File: config.mk
export PLATFORM = sky130hd
export DESIGN_NAME = exe_divider
export DESIGN_NICKNAME = d
export VERILOG_FILES = /design/src/rtl/exe_divider.sv
export SDC_FILE = /design/constraint.sdc
export NUM_CORES = 1
export LEC_CHECK = 0
export CAP_MARGIN = 10
export CELL_PAD_IN_SITES_DETAIL_PLACEMENT = 1
export CELL_PAD_IN_SITES_GLOBAL_PLACEMENT = 1
export CORE_MARGIN = 2
export CORE_UTILIZATION = 45
export CTS_CLUSTER_DIAMETER = 60
export DETAILED_ROUTE_END_ITERATION = 7
export PLACE_DENSITY_LB_ADDON = 0.08
export REMOVE_ABC_BUFFERS = 1
export SYNTH_ARGS = -nofsm -noshare
export SYNTH_HDL_FRONTEND = slang
export SYNTH_SLANG_ARGS = --single-unit
File: constraint.sdc
create_clock -name clk -period 13.7 [get_ports clk]
set_clock_uncertainty 0.15 [all_clocks]
set_input_delay 2.74 -clock clk [delete_from_list [all_inputs] [get_ports clk]]
set_output_delay 2.74 -clock clk [all_outputs]
set_load 0.01 [all_outputs]
File: src/rtl/exe_divider.sv
// exe_divider
//   Iterative 32-bit integer divider for the execute stage (DIV / DIVU).
//   A restoring radix-2 engine retires one quotient bit per cycle. The result
//   is presented 33 cycles after the issuing cycle. Signed operands are
//   reduced to magnitudes on capture and sign-corrected on completion.
//
// Ports
//   clk          rising-edge clock
//   rst          synchronous active-high reset
//   start        issue a divide (honoured only in IDLE)
//   signed_div   1 = signed DIV, 0 = unsigned DIVU (sampled with start)
//   opa, opb     dividend / divisor (sampled with start)
//   cancel       execute-stage flush, aborts any operation
//   hold         downstream stall, keeps a finished result presented
//   stall_req    stall request to the pipeline
//   result_valid quotient/remainder valid this cycle
//   quotient     LO value
//   remainder    HI value
module exe_divider (
    input  logic        clk,
    input  logic        rst,
    input  logic        start,
    input  logic        signed_div,
    input  logic [31:0] opa,
    input  logic [31:0] opb,
    input  logic        cancel,
    input  logic        hold,
    output logic        stall_req,
    output logic        result_valid,
    output logic [31:0] quotient,
    output logic [31:0] remainder
);

    typedef enum logic [1:0] {
        IDLE = 2'd0,
        CALC = 2'd1,
        DONE = 2'd2
    } state_t;

    state_t      state;
    logic [4:0]  count;
    logic [63:0] partRem;     // {running remainder, dividend bits / quotient bits}
    logic [31:0] divisor;
    logic        qNeg;
    logic        rNeg;
    logic        divZero;
    logic        resultValid;
    logic [31:0] quotientReg;
    logic [31:0] remainderReg;

    logic        aNeg;
    logic        bNeg;
    logic [63:0] shifted;
    logic [32:0] trial;
    logic [63:0] stepRem;

    // Two's-complement negate when neg is set; used both for taking
    // magnitudes at capture and for restoring signs at completion.
    function automatic logic [31:0] applySign(input logic signed [31:0] v, input logic neg);
        logic signed [31:0] r;
        r = neg ? -v : v;
        return r;
    endfunction

    assign aNeg = signed_div & opa[31];
    assign bNeg = signed_div & opb[31];

    // One restoring step: shift left, trial-subtract the divisor from the
    // upper half, keep the difference and set the quotient bit if it fits.
    assign shifted = {partRem[62:0], 1'b0};
    assign trial   = {1'b0, shifted[63:32]} - {1'b0, divisor};
    assign stepRem = trial[32] ? shifted : {trial[31:0], shifted[31:1], 1'b1};

    always_ff @(posedge clk) begin
        if (rst) begin
            state        <= IDLE;
            count        <= 5'd0;
            partRem      <= 64'd0;
            divisor      <= 32'd0;
            qNeg         <= 1'b0;
            rNeg         <= 1'b0;
            divZero      <= 1'b0;
            resultValid  <= 1'b0;
            quotientReg  <= 32'd0;
            remainderReg <= 32'd0;
        end else if (cancel) begin
            state        <= IDLE;
            count        <= 5'd0;
            resultValid  <= 1'b0;
            quotientReg  <= 32'd0;
            remainderReg <= 32'd0;
        end else begin
            case (state)
                IDLE: begin
                    if (start) begin
                        state   <= CALC;
                        count   <= 5'd0;
                        partRem <= {32'd0, applySign(opa, aNeg)};
                        divisor <= applySign(opb, bNeg);
                        qNeg    <= aNeg ^ bNeg;
                        rNeg    <= aNeg;
                        divZero <= (opb == 32'd0);
                    end
                end
                CALC: begin
                    partRem <= stepRem;
                    count   <= count + 5'd1;
                    if (count == 5'd31) begin
                        state        <= DONE;
                        resultValid  <= 1'b1;
                        // Divide-by-zero quotient is all ones regardless of
                        // sign; the remainder path already reproduces opa.
                        quotientReg  <= divZero ? 32'hFFFF_FFFF
                                                : applySign(stepRem[31:0], qNeg);
                        remainderReg <= applySign(stepRem[63:32], rNeg);
                    end
                end
                DONE: begin
                    if (!hold) begin
                        state        <= IDLE;
                        resultValid  <= 1'b0;
                        quotientReg  <= 32'd0;
                        remainderReg <= 32'd0;
                    end
                end
                default: begin
                    state       <= IDLE;
                    resultValid <= 1'b0;
                end
            endcase
        end
    end

    assign stall_req    = ((state == IDLE) && start && !cancel) || ((state == CALC) && !rst);
    assign result_valid = resultValid;
    assign quotient     = quotientReg;
    assign remainder    = remainderReg;

endmodule

==> metrics.yaml, run 1 <==
power:
  switching_share: 0.337
  combPwrFrac: 0.217
  power_mw: 1.33
  p_int_mw: 0.879
  pwr-share-seq: 0.394
  vdd_drop_max_v: 0.0000756
  clock_power_share: 0.389
  p_sw_mw: 0.447
  cellLeakagePower_nw: 5.02
  powerDensity_mw_per_mm2: 95.6
clock_tree:
  cts_resized: 0
  htreeDepth: 4
  clk_latency_ps: 450
  cts_buffers: 17
  cts_tree: "yes"
  cts_root_buf: "clkbuf_16"
  clkSinkCount: 170
  clkTransAtPathRegs_ps: 80
  clock_path_buffers: 2
  cts_setup_buffers: 0
  ctsHoldBuffers: 0
setup_path:
  slowest_delay_ps: 800
  worstPathMaxFanout: 23
  slowest_stage: "or4b_2"
  rr_endpoint: "remainder[26]"
  worstPathCellList: "clkdlybuf4s50_1 -> buf_4 -> or4b_2 -> o21ai_0 -> clkdlybuf4s50_1"
  crit_end: "stall_req"
  startpoint_type: "input port"
  cp.required_ps: 10810
  criticalPathCategory: "in2out"
  r2r-start: "partRem[31]"
  cp.arrival_ps: 4990
  r2r_slack_ps: 7570
  ff2ff_path_depth: 18
  crit_path_end_kind: "output pin"
  crit_path_frequent_cell: "clkdlybuf4s50_1"
  worstSetupStartpoint: "cancel"
drt:
  wl_met1_um: 18200
  first_pass_iters: 7
  drc_errors: 0
  ant_nets: 0
  met2_length_um: 18300
  dr_wl_met3_um: 1650
  vias: 12200
  wl_per_cell_um: 19.6
  routed_via_density: 6.09
  top_layer: "met4"
  drt_iter0_drc: 644
  wl_um: 39200
worst_hold_path:
  hold_class: "reg2reg"
  hold_start: "quotient[25]"
place:
  gp_congestion: 0.878
  place_ws_ps: 5850
  dp_hpwl_um: 28700
  io_buffers: 135
sta:
  rsz0062_at_grt: "no"
  finalCritPeriodShare: 0.575
  period_needed_ps: 7880
  max_freq_mhz: 127
  hold_viol: 0
  setup_viol: 0
  maxSlewHeadroom: 0.223
  slew_violations: 0
  finalSetupTns_ps: 0
  setup_slack_ps: 5820
  tightestPinTransition_ps: 1160
yosys:
  yosys_warnings: 0
  synth_enable_flop_cells: 0
  avgSynthCellArea_sq_um: 7.39
  yosys-top-cells-area: "dfxtp_1 (29%), nor2_1 (7.0%), a21oi_1 (6.1%), o21ai_0 (5.1%), xnor2_1 (4.8%)"
  synth_top_area_share: 0.290
  synthCells: 1590
  yosysMostFrequentCell: "nor2_1"
  synth_seq_cells: 170
  synth_common_cells: "nor2_1 (220), dfxtp_1 (170), a21oi_1 (144), nand2_1 (144), o21ai_0 (120)"
  async_reset_ff_frac: 0
  syn_area_sq_mm: 0.0118
  synth_ff_type: "dfxtp_1"
  yosysSeqAreaShare: 0.290
  yosys.area.top_type: "dfxtp_1"
  yosys.cell_types.count: 85
finish:
  final_util: 0.537
  antennaDiodeCount: 0
  area_delta_synth_final_pct: 18.1
  drive_gt1_frac: 0.0480
  final_nets: 1763
status:
  outcome: "finished, final reports clean"
floorplanning:
  dieArea_sq_mm: 0.0274
  die_w_um: 166
  die_h_um: 166
  initial_utilization: 0.455
  num_rows: 59
  ioPinCount: 136
  core_sq_mm: 0.0258
global_route:
  grt_usage: 0.279
  grt_overflow_total: 0
  grt_pass1_wl_um: 63600
  antenna_found_initial: 0
  grt_pass1_vias: 12300
  grt_max_degree: 65
job:
  cap_violations: 0
## cells in the final DEF, fill, tap and decap left out, types with 11 or more instances in the layout
cell | Yosys | final
clkbuf_16 | 0 | 17
nor3_1 | 56 | 55
and2_1 | 13 | 13
a22o_1 | 19 | 19
a211oi_1 | 56 | 56
nand3_1 | 31 | 31
o21ai_0 | 120 | 120
o41ai_1 | 12 | 12
ha_1 | 38 | 38
xor2_1 | 61 | 61
dfxtp_1 | 170 | 170
nand2b_1 | 12 | 11
nand2_1 | 144 | 144
nand4_1 | 15 | 15
a21oi_1 | 144 | 144
a311oi_1 | 17 | 17
xnor2_1 | 64 | 64
a22oi_1 | 30 | 30
inv_1 | 48 | 48
buf_4 | 1 | 14
clkdlybuf4s50_1 | 0 | 134
or4_1 | 14 | 14
or3_1 | 22 | 22
mux2i_1 | 11 | 11
o31ai_1 | 23 | 23
nor2_1 | 220 | 219
nor4_1 | 18 | 18
## through the flow
stage                     hold slack, ps  cells  cell area (sq um)
after CTS                            301   2001              13900
after detailed placement             288   1969              13200
after global routing                 327   2002              13900
after global placement               275   1969              13200
final                                295   2002              13900
after floorplan                      276   1486              11300
## worst min-delay path by stage
stage	endpoint	slack, ps	depth (start not counted)
floorplan	divisor[31]	280	2
global placement	quotient[31]	280	2
detailed placement	quotient[25]	290	2
CTS	quotient[25]	300	2
global route	quotient[25]	330	2
finish	quotient[25]	300	2
## kinds of logic after synthesis
logic type      Yosys count  synth area share
mux                      11           0.00937
flops                   170             0.290
simple gates            589             0.233
buf+inv                 153            0.0509
xor+xnor                125            0.0931
compound gates          503             0.282
fa+ha+maj                39            0.0422
## power groups by stage
stage	registers [mW]	logic, mW	clock network, mW
floorplan	0.530	0.187	0
global placement	0.534	0.273	0
detailed placement	0.535	0.281	0
CTS	0.523	0.284	0.521
global route	0.525	0.316	0.542
finish	0.523	0.288	0.515
## worst max-delay path: cells and delay by family
kind	cells	cell delay [ps]
compound gates	1	200
simple gates	1	800
buf+inv	3	1230
## cell type report
cell class                 count  area, sq um
sequential                   170         3400
clock buffer                  17          425
inverter                      49          184
tap                          335          419
multi-input combinational   1267         7770
timing repair buffer         149         1470
fill                        3249        12000
clock inverter                15          203
## per-layer routing
layer  vias up  GRT usage
met4         0     0.0949
met3        64     0.0392
met5         -          0
met1      5980      0.370
li1       5874          -
met2       281      0.468
## state kept, by name, indices dropped and copies added (netlist names)
register	flops
divZero	1
qNeg	1
partRem	63
state	2
remainder	32
quotient	32
result_valid	1
divisor	32
count	5
rNeg	1
Power figures use the tool's default switching activity.
==> run 2, diff against run 1 <==
Settings changed: CORE_UTILIZATION 45 to 42.
Clock period 13.7 ns to 7.6 ns, I/O delays scaled along.
==> metrics.yaml, run 2 (synthesized netlist as in run 1, its figures left out) <==
place:
  placed_cells: 2012  # was 1,969
  io_buffers: 135  # unchanged
  dp_hpwl_um: 29300  # was 28,700 um
  gp_congestion: 0.876  # was 0.878
drt:
  wl_um: 40000  # was 39,200 um
  first_pass_iters: 5  # was 7
  drt_iter0_drc: 789  # was 644
  wl_met1_um: 19100  # was 18,200 um
  routed_via_density: 5.94  # was 6.09
  wl_per_cell_um: 19.6  # about the same
  ant_nets: 0  # unchanged
  met2_length_um: 18500  # was 18,300 um
  dr_wl_met3_um: 1710  # was 1650 um
  top_layer: "met4"  # unchanged
  vias: 12100  # was 12,200
  drc_errors: 0  # unchanged
power:
  cellLeakagePower_nw: 4.99  # was 5.02 nW
  vdd_drop_max_v: 0.000134  # was 0.0000756 V
  powerDensity_mw_per_mm2: 169  # was 95.6 mW/mm^2
  switching_share: 0.341  # was 0.337
  p_int_mw: 1.54  # was 0.879 mW
  p_sw_mw: 0.798  # was 0.447 mW
  combPwrFrac: 0.221  # was 0.217
  pwr-share-seq: 0.403  # was 0.394
  clock_power_share: 0.376  # was 0.389
setup_path:
  ff2ff_path_depth: 20  # was 18
  criticalPathCategory: "reg2reg"  # was in2out
  cp.arrival_ps: 6060  # was 4990 ps
  rr_endpoint: "remainder[20]"  # was remainder[26]
  crit_path_end_kind: "register"  # was output pin
  slowest_delay_ps: 590  # was 800 ps
  worstPathCellList: "inv_1 -> ha_1 -> fa_1 -> nand2b_2 -> a211oi_4 -> o22ai_2 -> o21a_2 -> o31ai_4 -> buf_4 -> nand2_1 -> o21ai_0 -> ha_1 -> nor3b_1 -> nand4_1 -> nor2_1 -> a21oi_1 -> or2_0 -> o31ai_1 -> xnor2_1 -> a22o_1"  # was clkdlybuf4s50_1 -> buf_4 -> or4b_2 -> o21ai_0 -> clkdlybuf4s50_1
  startpoint_type: "register"  # was input port
  path_delay_family: "compound AO/OA/AOI/OAI gates"  # was buffers and inverters
  cp.required_ps: 7790  # was 10,810 ps
  worstPathMaxFanout: 57  # was 23
  r2r-start: "partRem[31]"  # unchanged
  slowest_stage: "buf_4"  # was or4b_2
  worst-path-buf-inv: 2  # was 3
  crit_path_frequent_cell: "ha_1"  # was clkdlybuf4s50_1
  critical_path_depth: 20  # was 5
  worstSetupStartpoint: "partRem[31]"  # was cancel
  crit_end: "remainder[20]"  # was stall_req
  r2r_slack_ps: 1720  # was 7570 ps
sta:
  finalSetupTns_ps: 0  # unchanged
  max_freq_mhz: 170
  hold_viol: 0  # unchanged
  setup_viol: 0  # unchanged
  finalCritPeriodShare: 0.773
  maxSlewHeadroom: 0.189  # was 0.223
  rsz0062_at_grt: "no"  # unchanged
  tightestPinTransition_ps: 1210  # was 1160 ps
  period_needed_ps: 5880
  slew_violations: 0  # unchanged
floorplanning:
  core_sq_mm: 0.0277  # was 0.0258 sq mm
  die_w_um: 171  # was 166 um
  dieArea_sq_mm: 0.0293  # was 0.0274 sq mm
  die_h_um: 171  # was 166 um
  ioPinCount: 136  # unchanged
  initial_utilization: 0.424  # was 0.455
  num_rows: 61  # was 59
clock_tree:
  cts_root_buf: "clkbuf_16"  # unchanged
  cts_setup_buffers: 0  # unchanged
  cts_resized: 0  # unchanged
  htreeDepth: 4  # unchanged
  cts_tree: "yes"  # unchanged
  clk_latency_ps: 460  # was 450 ps
  cts_buffers: 17  # unchanged
  clkSinkCount: 170  # unchanged
  ctsHoldBuffers: 0  # unchanged
  clock_path_buffers: 2  # unchanged
  clkTransAtPathRegs_ps: 80  # about the same
finish:
  fin_cells: 2044  # was 2,002
  multi_input_area_sq_mm: 0.00777  # unchanged
  fill_cells: 3453  # was 3,249
  seq_area_sq_mm: 0.00340  # unchanged
  final_nets: 1762  # was 1,763
  antennaDiodeCount: 0  # unchanged
  drive_gt1_frac: 0.0474  # was 0.0480
  final_cell_mix: "nor2_1 (219), dfxtp_1 (170), nand2_1 (144), a21oi_1 (144), clkdlybuf4s50_1 (134)"  # unchanged
  area_delta_synth_final_pct: 17.9  # was 18.1%
  regMostFlops: "partRem"  # unchanged
  largest_reg_flops: 63  # unchanged
  layout_commonest_cell: "nor2_1"  # unchanged
global_route:
  grt_usage: 0.279  # about the same
  antenna_found_initial: 0  # unchanged
  grt_pass1_wl_um: 65200  # was 63,600 um
  grt_max_degree: 79  # was 65
  grt_overflow_total: 0  # unchanged
  grt_pass1_vias: 12000  # was 12,300
worst_hold_path:
  hold_class: "reg2reg"  # unchanged
job:
  cap_violations: 0  # unchanged
status:
  outcome: "finished, final reports clean"  # unchanged
-- run 2: cell types whose count changed in the layout (fill, tap and decap cells not counted) --
| cell | delta |
|---|---|
| inv_8 | +2 |
| bufinv_16 | -1 |
| clkinvlp_4 | +1 |
| clkinv_2 | +1 |
| buf_16 | -1 |
| clkinv_4 | +1 |
| clkinv_8 | -4 |
-- run 2: layer usage --
layer,up-vias,GRT usage
li1,5885,-
met1,5954,0.385
met2,273,0.458
met3,36,0.0382
met4,0,0.0711
met5,-,0
-- run 2: worst min path at each step --
stage	cells after the start	slack, ps	from	to
final	2	290	quotient[31]	quotient[31]
after global routing	2	330	quotient[25]	quotient[25]
after CTS	2	300	quotient[31]	quotient[31]
after detailed placement	2	290	quotient[31]	quotient[31]
after global placement	2	280	quotient[31]	quotient[31]
after floorplan	2	280	divisor[31]	divisor[31]
-- run 2: power by group through the flow --
stage | Combinational [mW] | Clock [mW] | Sequential [mW]
final | 0.518 | 0.881 | 0.944
after global routing | 0.574 | 0.930 | 0.948
after CTS | 0.514 | 0.892 | 0.943
after detailed placement | 0.511 | 0 | 0.964
after global placement | 0.498 | 0 | 0.963
after floorplan | 0.337 | 0 | 0.955
-- run 2: worst min-delay path: cells and delay by family, from the launching register on --
family	cells	cell delay, ps
flops	1	320
simple gates	2	90
-- run 2: layout make-up --
type / count / share of cell area
sequential: 170 / 0.246
clock buffer: 17 / 0.0307
multi-input combinational: 1267 / 0.561
timing repair buffer: 148 / 0.104
inverter: 49 / 0.0133
tap: 378 / 0.0341
clock inverter: 15 / 0.0109
-- run 2: metrics by stage --
stage	util	setup WS (ps)	power (mW)	area [sq um]	hold slack, ps
2_1_floorplan	-	333	1.29	11300	276
3_3_place_gp	0.479	2120	1.46	13300	283
3_5_place_dp	0.479	1850	1.48	13300	287
4_1_cts	0.500	1820	2.35	13900	298
5_1_grt	0.500	1330	2.45	13900	329
6_report	0.500	1720	2.34	13900	292
